### src/rtl/mem_port_arbiter.sv
// -----------------------------------------------------------------------------
// mem_port_arbiter
//   Round-robin arbiter that lets NUM_REQ requesters share one memory port.
//   Only one transaction is in flight at a time. Each transaction passes
//   through IDLE -> ISSUE -> (WAIT ...) -> RESP -> IDLE.
//
// Ports
//   clk, rst        : clock, asynchronous active-low reset
//   req             : per-requester request, held until acked
//   req_wr          : per-requester direction (1 = write, 0 = read)
//   req_addr        : packed per-requester address, requester i in slice i
//   req_wdata       : packed per-requester write data
//   ack             : one-cycle completion pulse to the grantee
//   rdata           : read data, valid while ack is high
//   mem_rd_req      : one-cycle memory read command
//   mem_wr_req      : one-cycle memory write command
//   mem_addr        : latched command address
//   mem_wdata       : latched command write data
//   mem_ack         : memory completion
//   mem_rdata       : memory read data
//   busy            : high whenever the FSM is not in IDLE
//   grant_id        : index of the current grantee
// -----------------------------------------------------------------------------
module mem_port_arbiter #(
  parameter int NUM_REQ    = 4,
  parameter int ADDR_WIDTH = 32,
  parameter int DATA_WIDTH = 32,
  localparam int IDW       = (NUM_REQ > 1) ? $clog2(NUM_REQ) : 1
) (
  input  logic                          clk,
  input  logic                          rst,
  input  logic [NUM_REQ-1:0]            req,
  input  logic [NUM_REQ-1:0]            req_wr,
  input  logic [NUM_REQ*ADDR_WIDTH-1:0] req_addr,
  input  logic [NUM_REQ*DATA_WIDTH-1:0] req_wdata,
  output logic [NUM_REQ-1:0]            ack,
  output logic [DATA_WIDTH-1:0]         rdata,
  output logic                          mem_rd_req,
  output logic                          mem_wr_req,
  output logic [ADDR_WIDTH-1:0]         mem_addr,
  output logic [DATA_WIDTH-1:0]         mem_wdata,
  input  logic                          mem_ack,
  input  logic [DATA_WIDTH-1:0]         mem_rdata,
  output logic                          busy,
  output logic [IDW-1:0]                grant_id
);

  typedef enum logic [1:0] {IDLE, ISSUE, WAIT, RESP} state_t;

  localparam logic [NUM_REQ-1:0] ONE_HOT0 = NUM_REQ'(1);

  state_t         state;
  logic [IDW-1:0] rr_ptr;
  logic [IDW-1:0] pick;
  logic           wr_q;

  // First requesting index at or after ptr, wrapping modulo NUM_REQ.
  function automatic logic [IDW-1:0] arb_pick(input logic [NUM_REQ-1:0] r,
                                              input logic [IDW-1:0]     ptr);
    logic [IDW-1:0] sel;
    logic           found;
    int             j;
    sel   = '0;
    found = 1'b0;
    for (int k = 0; k < NUM_REQ; k++) begin
      j = int'(ptr) + k;
      if (j >= NUM_REQ) j = j - NUM_REQ;
      if (!found && r[j]) begin
        found = 1'b1;
        sel   = IDW'(j);
      end
    end
    return sel;
  endfunction

  // Increment modulo NUM_REQ (NUM_REQ need not be a power of two).
  function automatic logic [IDW-1:0] next_idx(input logic [IDW-1:0] g);
    if (int'(g) >= NUM_REQ - 1) return '0;
    return g + IDW'(1);
  endfunction

  always_comb begin
    pick = arb_pick(req, rr_ptr);
  end

  always_ff @(posedge clk or negedge rst) begin
    if (!rst) begin
      state      <= IDLE;
      rr_ptr     <= '0;
      grant_id   <= '0;
      wr_q       <= 1'b0;
      ack        <= '0;
      rdata      <= '0;
      mem_rd_req <= 1'b0;
      mem_wr_req <= 1'b0;
      mem_addr   <= '0;
      mem_wdata  <= '0;
      busy       <= 1'b0;
    end else begin
      // Command and ack strobes are single-cycle unless re-asserted below.
      mem_rd_req <= 1'b0;
      mem_wr_req <= 1'b0;
      ack        <= '0;
      case (state)
        IDLE: begin
          // mem_ack is deliberately ignored here.
          if (|req) begin
            grant_id   <= pick;
            wr_q       <= req_wr[pick];
            mem_addr   <= req_addr[pick*ADDR_WIDTH +: ADDR_WIDTH];
            mem_wdata  <= req_wdata[pick*DATA_WIDTH +: DATA_WIDTH];
            mem_rd_req <= !req_wr[pick];
            mem_wr_req <= req_wr[pick];
            busy       <= 1'b1;
            state      <= ISSUE;
          end
        end
        ISSUE, WAIT: begin
          if (mem_ack) begin
            ack    <= ONE_HOT0 << grant_id;
            if (!wr_q) rdata <= mem_rdata;
            rr_ptr <= next_idx(grant_id);
            state  <= RESP;
          end else begin
            state <= WAIT;
          end
        end
        RESP: begin
          // req and mem_ack are ignored; arbitration resumes from IDLE.
          busy  <= 1'b0;
          state <= IDLE;
        end
        default: begin
          busy  <= 1'b0;
          state <= IDLE;
        end
      endcase
    end
  end

endmodule

### config.mk
export PLATFORM = sky130hd
export DESIGN_NAME = mem_port_arbiter
export DESIGN_NICKNAME = d
export VERILOG_FILES = /design/src/rtl/mem_port_arbiter.sv
export SDC_FILE = /design/constraint.sdc
export NUM_CORES = 1
export LEC_CHECK = 0
export ABC_AREA = 1
export BUFFER_PORTS_ARGS = -buffer_cell sky130_fd_sc_hd__buf_4
export CAP_MARGIN = 40
export CORE_ASPECT_RATIO = 0.6
export CORE_MARGIN = 3
export CORE_UTILIZATION = 35
export CTS_CLUSTER_DIAMETER = 100
export DETAILED_ROUTE_END_ITERATION = 8
export PLACE_DENSITY = 0.67
export SLEW_MARGIN = 5
export SYNTH_ARGS = -nofsm -noshare
export SYNTH_HDL_FRONTEND = slang
export SYNTH_SLANG_ARGS = --single-unit
### constraint.sdc
create_clock -name clk -period 5.55 [get_ports clk]
set_clock_uncertainty 0.05 [all_clocks]
set_input_delay 0.2775 -clock clk [delete_from_list [all_inputs] [get_ports clk]]
set_output_delay 0.2775 -clock clk [all_outputs]
set_load 0.005 [all_outputs]
==> metrics.csv, run 1 <==
stage,metric,value,unit
finish,Layout Cell Area excl Fill,11100,um2
global_routing,all-layer global routing usage,23.2,%
routing,first-iteration detailed-routing DRC count,407,
cts,number of post-CTS setup repair buffers,0,
placed_design,count of input and output buffers,403,
finish,antenna diode instance count,0,
placed_design,Post-Place Cells,1775,
placed_design,last weighted congestion value of the routability-driven placer,0.885,
sta,final period demand of the worst path,3210,ps
global_routing,via count of the first global-routing pass,8084,
worst_setup_path,Critical Path Source Type,flip-flop,
status,result of the run,"complete, no violations",
finish,fraction of layout instances using a drive strength above 1,31.9,%
cts,clk slew on worst S/H paths,80,ps
cts,number of buffers inserted during clock tree synthesis,9,
sta,transition time at the pin with the least slew margin,798,ps
cts,worst skew pair latency,340,ps
routing,Post-route DRC,0,
sta,final worst path period share,57.9,%
die,count of pins on the block boundary,404,
sta,Post-Route Setup TNS,0,ps
min_path,type of the tightest min-delay check,in2reg,
routing,average routed wire per standard cell,15.9,um
finish,"number of standard cells in the layout, taps in and fillers out",1792,
finish,synth-to-layout area growth,45.9,%
cts,number of levels the H-tree was split into,3,
synthesis,post-synth cell types,31,
sta,maximum achievable frequency,311,MHz
synthesis,count of warnings emitted by yosys,0,
die,Core Footprint,20600,um2
synthesis,number of standard cells after synthesis,1159,
global_routing,number of antenna violations at the first check in global routing,0,
job,max capacitance violation total,0,
die,starting density of the core,36.7,%
worst_setup_path,WP data required,5740,ps
routing,wire length after detailed routing,28400,um
cts,count of hold-fix buffers inserted at cts,1,
cts,PostCTS Resize Cnt,0,
sta,normalized max-slew margin,46.8,%
cts,clock sink total,110,
global_routing,global-route wire length before repair,43900,um
die,count of standard-cell rows,40,
routing,vias after detailed routing,8469,
sta,hold slack,98.0,ps
finish,post-layout net count,1819,
cts,Clock Root Buffer,sky130_fd_sc_hd__clkbuf_16,
routing,TritonRoute pass-1 iters,7,
worst_setup_path,data arrival time of the critical path,3400,ps
routing,post-route antenna net violation count,0,
synthesis,"flops & latches, synth",110,
synthesis,average size of a mapped cell,6.53,um2
routing,via/cell ratio,4.73,
power_and_ir_drop,static power due to leakage,6.72,nW
die,total die area,23500,um2
sta,total count of max-transition violations in the final report,0,
worst_setup_path,start-to-end type of the worst setup path,reg2reg,
power_and_ir_drop,VDD IR-drop max,0.740,mV
global_routing,maximum number of pins on one net before global-route repair,91,
cts,CTS tree,done,
global_routing,total congestion overflow,0,
placed_design,Placement Cell Area,10700,um2
placed_design,half-perimeter wire length after detailed placement,21600,um
die,Die X-Extent,196,um
worst_setup_path,peak fanout along the critical path,36,
finish,fillers,2058,
synthesis,share of synthesized area occupied by flip-flops and latches,36.3,%
cts,Longest Clk Path Bufs,2,
synthesis,post-synthesis cell area,7570,um2
die,Die Span Y,120,um
synthesis,Syn Nets,1464,
power_and_ir_drop,power per cell area,629,nW/um2
sta,setup violators final,0,
sta,final hold violation count,0,
worst_setup_path,crit path capture type,flip-flop,
sta,unrepaired setup endpoints after global routing,false,
finish,post-route core utilization,53.6,%
-- state kept, by name, indices dropped and copies added, names as in the netlist --
register	count
ack	4
busy	1
grant_id	2
mem_addr	32
mem_rd_req	1
mem_wdata	32
mem_wr_req	1
rdata	32
rr_ptr	2
state	2
wr_q	1
-- per-stage QoR --
step | setup WS, ps | total power [mW]
after floorplan | 3580 | 4.72
after global placement | 2010 | 6.05
after detailed placement | 2380 | 6.27
after CTS | 2380 | 7.02
after global routing | 1980 | 7.66
final | 2340 | 6.95
-- cells in the final DEF, fill, tap and decap left out, drive strengths merged --
cell type / count
nand2: 441
buf: 414
nand3: 248
inv: 227
dfrtp: 110
mux2: 32
nor2: 12
clkbuf: 9
ha: 6
o21ai: 4
o211ai: 3
bufinv: 2
clkinv: 2
nand4: 2
nor4: 1
o221ai: 1
or2: 1
a21oi: 1
o21a: 1
clkinvlp: 1
dlygate4sd3: 1
-- per-layer routing --
metal | GRT usage [%] | part of all wire [%] | vias to the layer above | wire [um]
met2 | 38.1 | 47 | 325 | 13400
met3 | 6.23 | 8.6 | 23 | 2450
li1 | - | - | 4218 | -
met1 | 31.2 | 43 | 3903 | 12200
met5 | 0 | 0 | - | 0
met4 | 3.92 | 1.1 | 0 | 312
-- report_power, final --
part	switching, mW	total, mW	leakage [nW]	internal [mW]
Combinational	2.87	4.77	5.22	1.90
Clock	0.324	0.727	0.158	0.403
Sequential	0.249	1.46	1.35	1.21
Total	3.45	6.95	6.72	3.51
-- cells in the mapped netlist --
master | n | area (um2)
sky130_fd_sc_hd__ha_1 | 6 | 75.1
sky130_fd_sc_hd__mux2_1 | 1 | 11.3
sky130_fd_sc_hd__buf_6 | 12 | 135
sky130_fd_sc_hd__o211ai_1 | 3 | 22.5
sky130_fd_sc_hd__buf_2 | 36 | 180
sky130_fd_sc_hd__or2_2 | 1 | 6.26
sky130_fd_sc_hd__inv_2 | 2 | 7.51
sky130_fd_sc_hd__nand3_2 | 5 | 50.1
sky130_fd_sc_hd__nand4_2 | 1 | 12.5
sky130_fd_sc_hd__mux2_2 | 31 | 349
sky130_fd_sc_hd__nand2_1 | 434 | 1630
sky130_fd_sc_hd__buf_1 | 6 | 22.5
sky130_fd_sc_hd__clkinv_1 | 1 | 3.75
sky130_fd_sc_hd__nor2_4 | 1 | 11.3
sky130_fd_sc_hd__clkbuf_1 | 12 | 45.0
sky130_fd_sc_hd__buf_4 | 5 | 37.5
sky130_fd_sc_hd__nor4_1 | 1 | 6.26
sky130_fd_sc_hd__nor2_2 | 2 | 12.5
sky130_fd_sc_hd__o21ai_0 | 4 | 20.0
sky130_fd_sc_hd__inv_4 | 1 | 6.26
sky130_fd_sc_hd__nor2_1 | 8 | 30.0
sky130_fd_sc_hd__inv_1 | 221 | 830
sky130_fd_sc_hd__nor2_8 | 1 | 20.0
sky130_fd_sc_hd__dfrtp_1 | 110 | 2750
sky130_fd_sc_hd__nand4_1 | 1 | 6.26
sky130_fd_sc_hd__o21a_1 | 1 | 7.51
sky130_fd_sc_hd__a21oi_1 | 1 | 5.00
sky130_fd_sc_hd__nand3_1 | 243 | 1220
sky130_fd_sc_hd__o221ai_1 | 1 | 8.76
sky130_fd_sc_hd__nand2_2 | 5 | 31.3
sky130_fd_sc_hd__nand2_4 | 2 | 22.5
-- path summary, 6_finish.rpt --
kind	from	end	slack (ps)	depth (start not counted)
max in group asynchronous	rst	mem_wdata[20]	3740	3
min	mem_rdata[6]	rdata[6]	100	2
min in group asynchronous	rst	rdata[4]	470	2
max	rr_ptr[0]	mem_addr[29]	2340	13
max reg2reg	rr_ptr[0]	mem_addr[29]	2340	13
min reg2reg	mem_wdata[8]	mem_wdata[8]	430	2
-- area by class of cell --
type	count	area [um2]	share of cell area, %
timing repair buffer	415	3200	28.9
sequential	110	2750	24.9
clock buffer	9	225	2.04
multi-input combinational	753	3580	32.4
clock inverter	7	105	0.951
inverter	225	847	7.66
tap	273	342	3.09
-- worst max-delay path, stage by stage, from the launching register on --
cell                      delay (ps)
sky130_fd_sc_hd__dfrtp_1         490
sky130_fd_sc_hd__inv_4           160
sky130_fd_sc_hd__nand2_1         100
sky130_fd_sc_hd__nand2_1          60
sky130_fd_sc_hd__nor2_1           60
sky130_fd_sc_hd__nor2_2          240
sky130_fd_sc_hd__nand4_4         490
sky130_fd_sc_hd__nand2_4         590
sky130_fd_sc_hd__buf_4           420
sky130_fd_sc_hd__nand2_1         110
sky130_fd_sc_hd__nand3_1          90
sky130_fd_sc_hd__nand2_1          60
sky130_fd_sc_hd__nand2_1          60
sky130_fd_sc_hd__nand2_1          60
-- logic make-up after synthesis --
logic type / synth area share, %
simple gates: 40.3
buf+inv: 16.7
flops: 36.3
mux: 4.76
compound gates: 0.843
fa+ha+maj: 0.991
Note: power is estimated with default switching activity, not from simulation.
==> run 2, diff against run 1 <==
- clock period: 5.55 -> 3.1 ns (I/O delays scaled with it)
==> run 2 against run 1 <==
Critical path depth stayed put. Setup slack worse by 1800 ps. Clock-buffer cell count stayed put. First-iteration DRC count is 28% higher. Clock power is 76% higher. Sequential share of layout area is 0.70 points lower. Maximum frequency is 26% higher. Critical path type unchanged. Critical endpoint is now mem_wdata[16].
==> metrics.csv, run 2 (synthesized netlist as in run 1, its figures left out) <==
stage,metric,value,unit
die,Die Span Y,120,um
die,Die X-Extent,196,um
status,result of the run,"complete, no violations",
sta,total count of max-transition violations in the final report,0,
power_and_ir_drop,static power due to leakage,6.86,nW
finish,most used cells in the layout excluding fill and tap cells,"433 x sky130_fd_sc_hd__nand2_1, 412 x sky130_fd_sc_hd__buf_4, 243 x sky130_fd_sc_hd__nand3_1",
sta,unrepaired setup endpoints after global routing,false,
finish,synth-to-layout area growth,50.1,%
power_and_ir_drop,VDD IR-drop max,0.673,mV
finish,Layout Cell Area excl Fill,11400,um2
worst_setup_path,Worst path most repeated cell,sky130_fd_sc_hd__nand2_1,
worst_setup_path,start-to-end type of the worst setup path,reg2reg,
worst_setup_path,crit path capture type,flip-flop,
global_routing,all-layer global routing usage,23.6,%
routing,wire length after detailed routing,28600,um
worst_setup_path,WP data required,3300,ps
cts,count of hold-fix buffers inserted at cts,33,
cts,PostCTS Resize Cnt,0,
worst_setup_path,Critical Path Source Type,flip-flop,
worst_setup_path,Worst path max stage delay,480,ps
worst_setup_path,peak fanout along the critical path,35,
cts,number of buffers inserted during clock tree synthesis,9,
global_routing,global-route wire length before repair,44700,um
placed_design,Placement Cell Area,10700,um2
cts,CTS tree,done,
sta,Post-Route Setup TNS,0,ps
die,starting density of the core,36.7,%
worst_setup_path,buffers plus inverters on the worst setup path,2,
sta,final setup margin,549,ps
global_routing,maximum number of pins on one net before global-route repair,92,
placed_design,Post-Place Cells,1778,
worst_setup_path,standard cell with the maximum stage delay on the critical path,sky130_fd_sc_hd__dfrtp_1,
finish,most frequent standard cell in the layout excluding fill and tap cells,sky130_fd_sc_hd__nand2_1,
placed_design,DP Worst Slack,577,ps
worst_setup_path,data arrival time of the critical path,2750,ps
cts,number of levels the H-tree was split into,3,
global_routing,number of antenna violations at the first check in global routing,0,
finish,largest registers,"mem_addr (32), mem_wdata (32), rdata (32)",
sta,setup violators final,0,
die,Core Footprint,20600,um2
placed_design,last weighted congestion value of the routability-driven placer,0.910,
power_and_ir_drop,"Power, Total",12.4,mW
routing,post-route antenna net violation count,0,
cts,worst skew pair latency,360,ps
placed_design,half-perimeter wire length after detailed placement,21200,um
cts,clk slew on worst S/H paths,90,ps
worst_setup_path,cell-by-cell trace of the critical path,inv_4 -> nand2_1 -> nand2_1 -> nor2_1 -> nor2_2 -> nand2_1 -> nand2_4 -> buf_4 -> nand3_1 -> nand3_1 -> nand2_1 -> nand2_1 -> nand2_1,
job,max capacitance violation total,0,
global_routing,via count of the first global-routing pass,8457,
finish,"number of standard cells in the layout, taps in and fillers out",1827,
routing,TritonRoute pass-1 iters,5,
min_path,type of the tightest min-delay check,in2reg,
sta,transition time at the pin with the least slew margin,795,ps
worst_setup_path,Top delay family on crit path,simple AND/OR/NAND/NOR gates,
routing,first-iteration detailed-routing DRC count,521,
routing,via/cell ratio,4.71,
die,count of pins on the block boundary,404,
finish,antenna diode instance count,0,
sta,final worst path period share,82.3,%
cts,Clock Root Buffer,sky130_fd_sc_hd__clkbuf_16,
finish,fraction of layout instances using a drive strength above 1,31.4,%
sta,final period demand of the worst path,2550,ps
sta,maximum achievable frequency,392,MHz
routing,average routed wire per standard cell,15.6,um
routing,vias after detailed routing,8609,
placed_design,count of input and output buffers,403,
global_routing,total congestion overflow,0,
die,total die area,23500,um2
power_and_ir_drop,power per cell area,1090,nW/um2
cts,number of post-CTS setup repair buffers,0,
sta,final hold violation count,0,
die,count of standard-cell rows,40,
routing,Post-route DRC,0,
sta,normalized max-slew margin,47.0,%
cts,Longest Clk Path Bufs,2,
cts,clock sink total,110,
finish,post-layout net count,1854,
==> run 2: area by class of cell <==
cell class / count / area (um2)
tap: 273 / 342
clock inverter: 7 / 98.8
timing repair buffer: 450 / 3520
sequential: 110 / 2750
inverter: 225 / 847
fill: 1976 / 9250
clock buffer: 9 / 225
multi-input combinational: 753 / 3580
==> run 2: worst paths after layout <==
path | from | endpoint | slack, ps | depth (start not counted)
max | rr_ptr[0] | mem_wdata[16] | 550 | 13
min | req_wdata[79] | mem_wdata[15] | 20 | 3
max reg2reg | rr_ptr[0] | mem_wdata[16] | 550 | 13
min reg2reg | mem_wdata[2] | mem_wdata[2] | 440 | 2
max in group asynchronous | rst | mem_wdata[20] | 1970 | 3
min in group asynchronous | rst | rdata[18] | 240 | 2
==> run 2: per-stage QoR <==
step,utilization [%],hold WS (ps)
6_report,55.1,21.5
3_5_place_dp,52.0,24.0
3_3_place_gp,52.0,27.1
2_1_floorplan,-,-191
4_1_cts,55.1,7.54
5_1_grt,55.1,20.7
==> run 2: metal layers <==
| metal | vias to the layer above | GRT usage (%) | wire length, um |
|---|---|---|---|
| li1 | 4282 | - | - |
| met1 | 3957 | 28.9 | 11600 |
| met2 | 327 | 40.5 | 13800 |
| met3 | 43 | 7.30 | 2540 |
| met4 | 0 | 6.32 | 692 |
| met5 | - | 0 | 0 |
==> run 2: where the power goes <==
group	switching [mW]	total (mW)	internal, mW	leakage (nW)
Sequential	0.422	2.59	2.17	1.35
Clock	0.618	1.28	0.658	0.156
Combinational	5.13	8.52	3.39	5.36
==> run 2: worst register-to-register path, cell delays in order, from the launching register on <==
cell and delay [ps]:
sky130_fd_sc_hd__dfrtp_1 480, sky130_fd_sc_hd__inv_4 150, sky130_fd_sc_hd__nand2_1 100, sky130_fd_sc_hd__nand2_1 70, sky130_fd_sc_hd__nor2_1 60, sky130_fd_sc_hd__nor2_2 220, sky130_fd_sc_hd__nand2_1 130, sky130_fd_sc_hd__nand2_4 340
sky130_fd_sc_hd__buf_4 420, sky130_fd_sc_hd__nand3_1 160, sky130_fd_sc_hd__nand3_1 110, sky130_fd_sc_hd__nand2_1 50, sky130_fd_sc_hd__nand2_1 50, sky130_fd_sc_hd__nand2_1 50
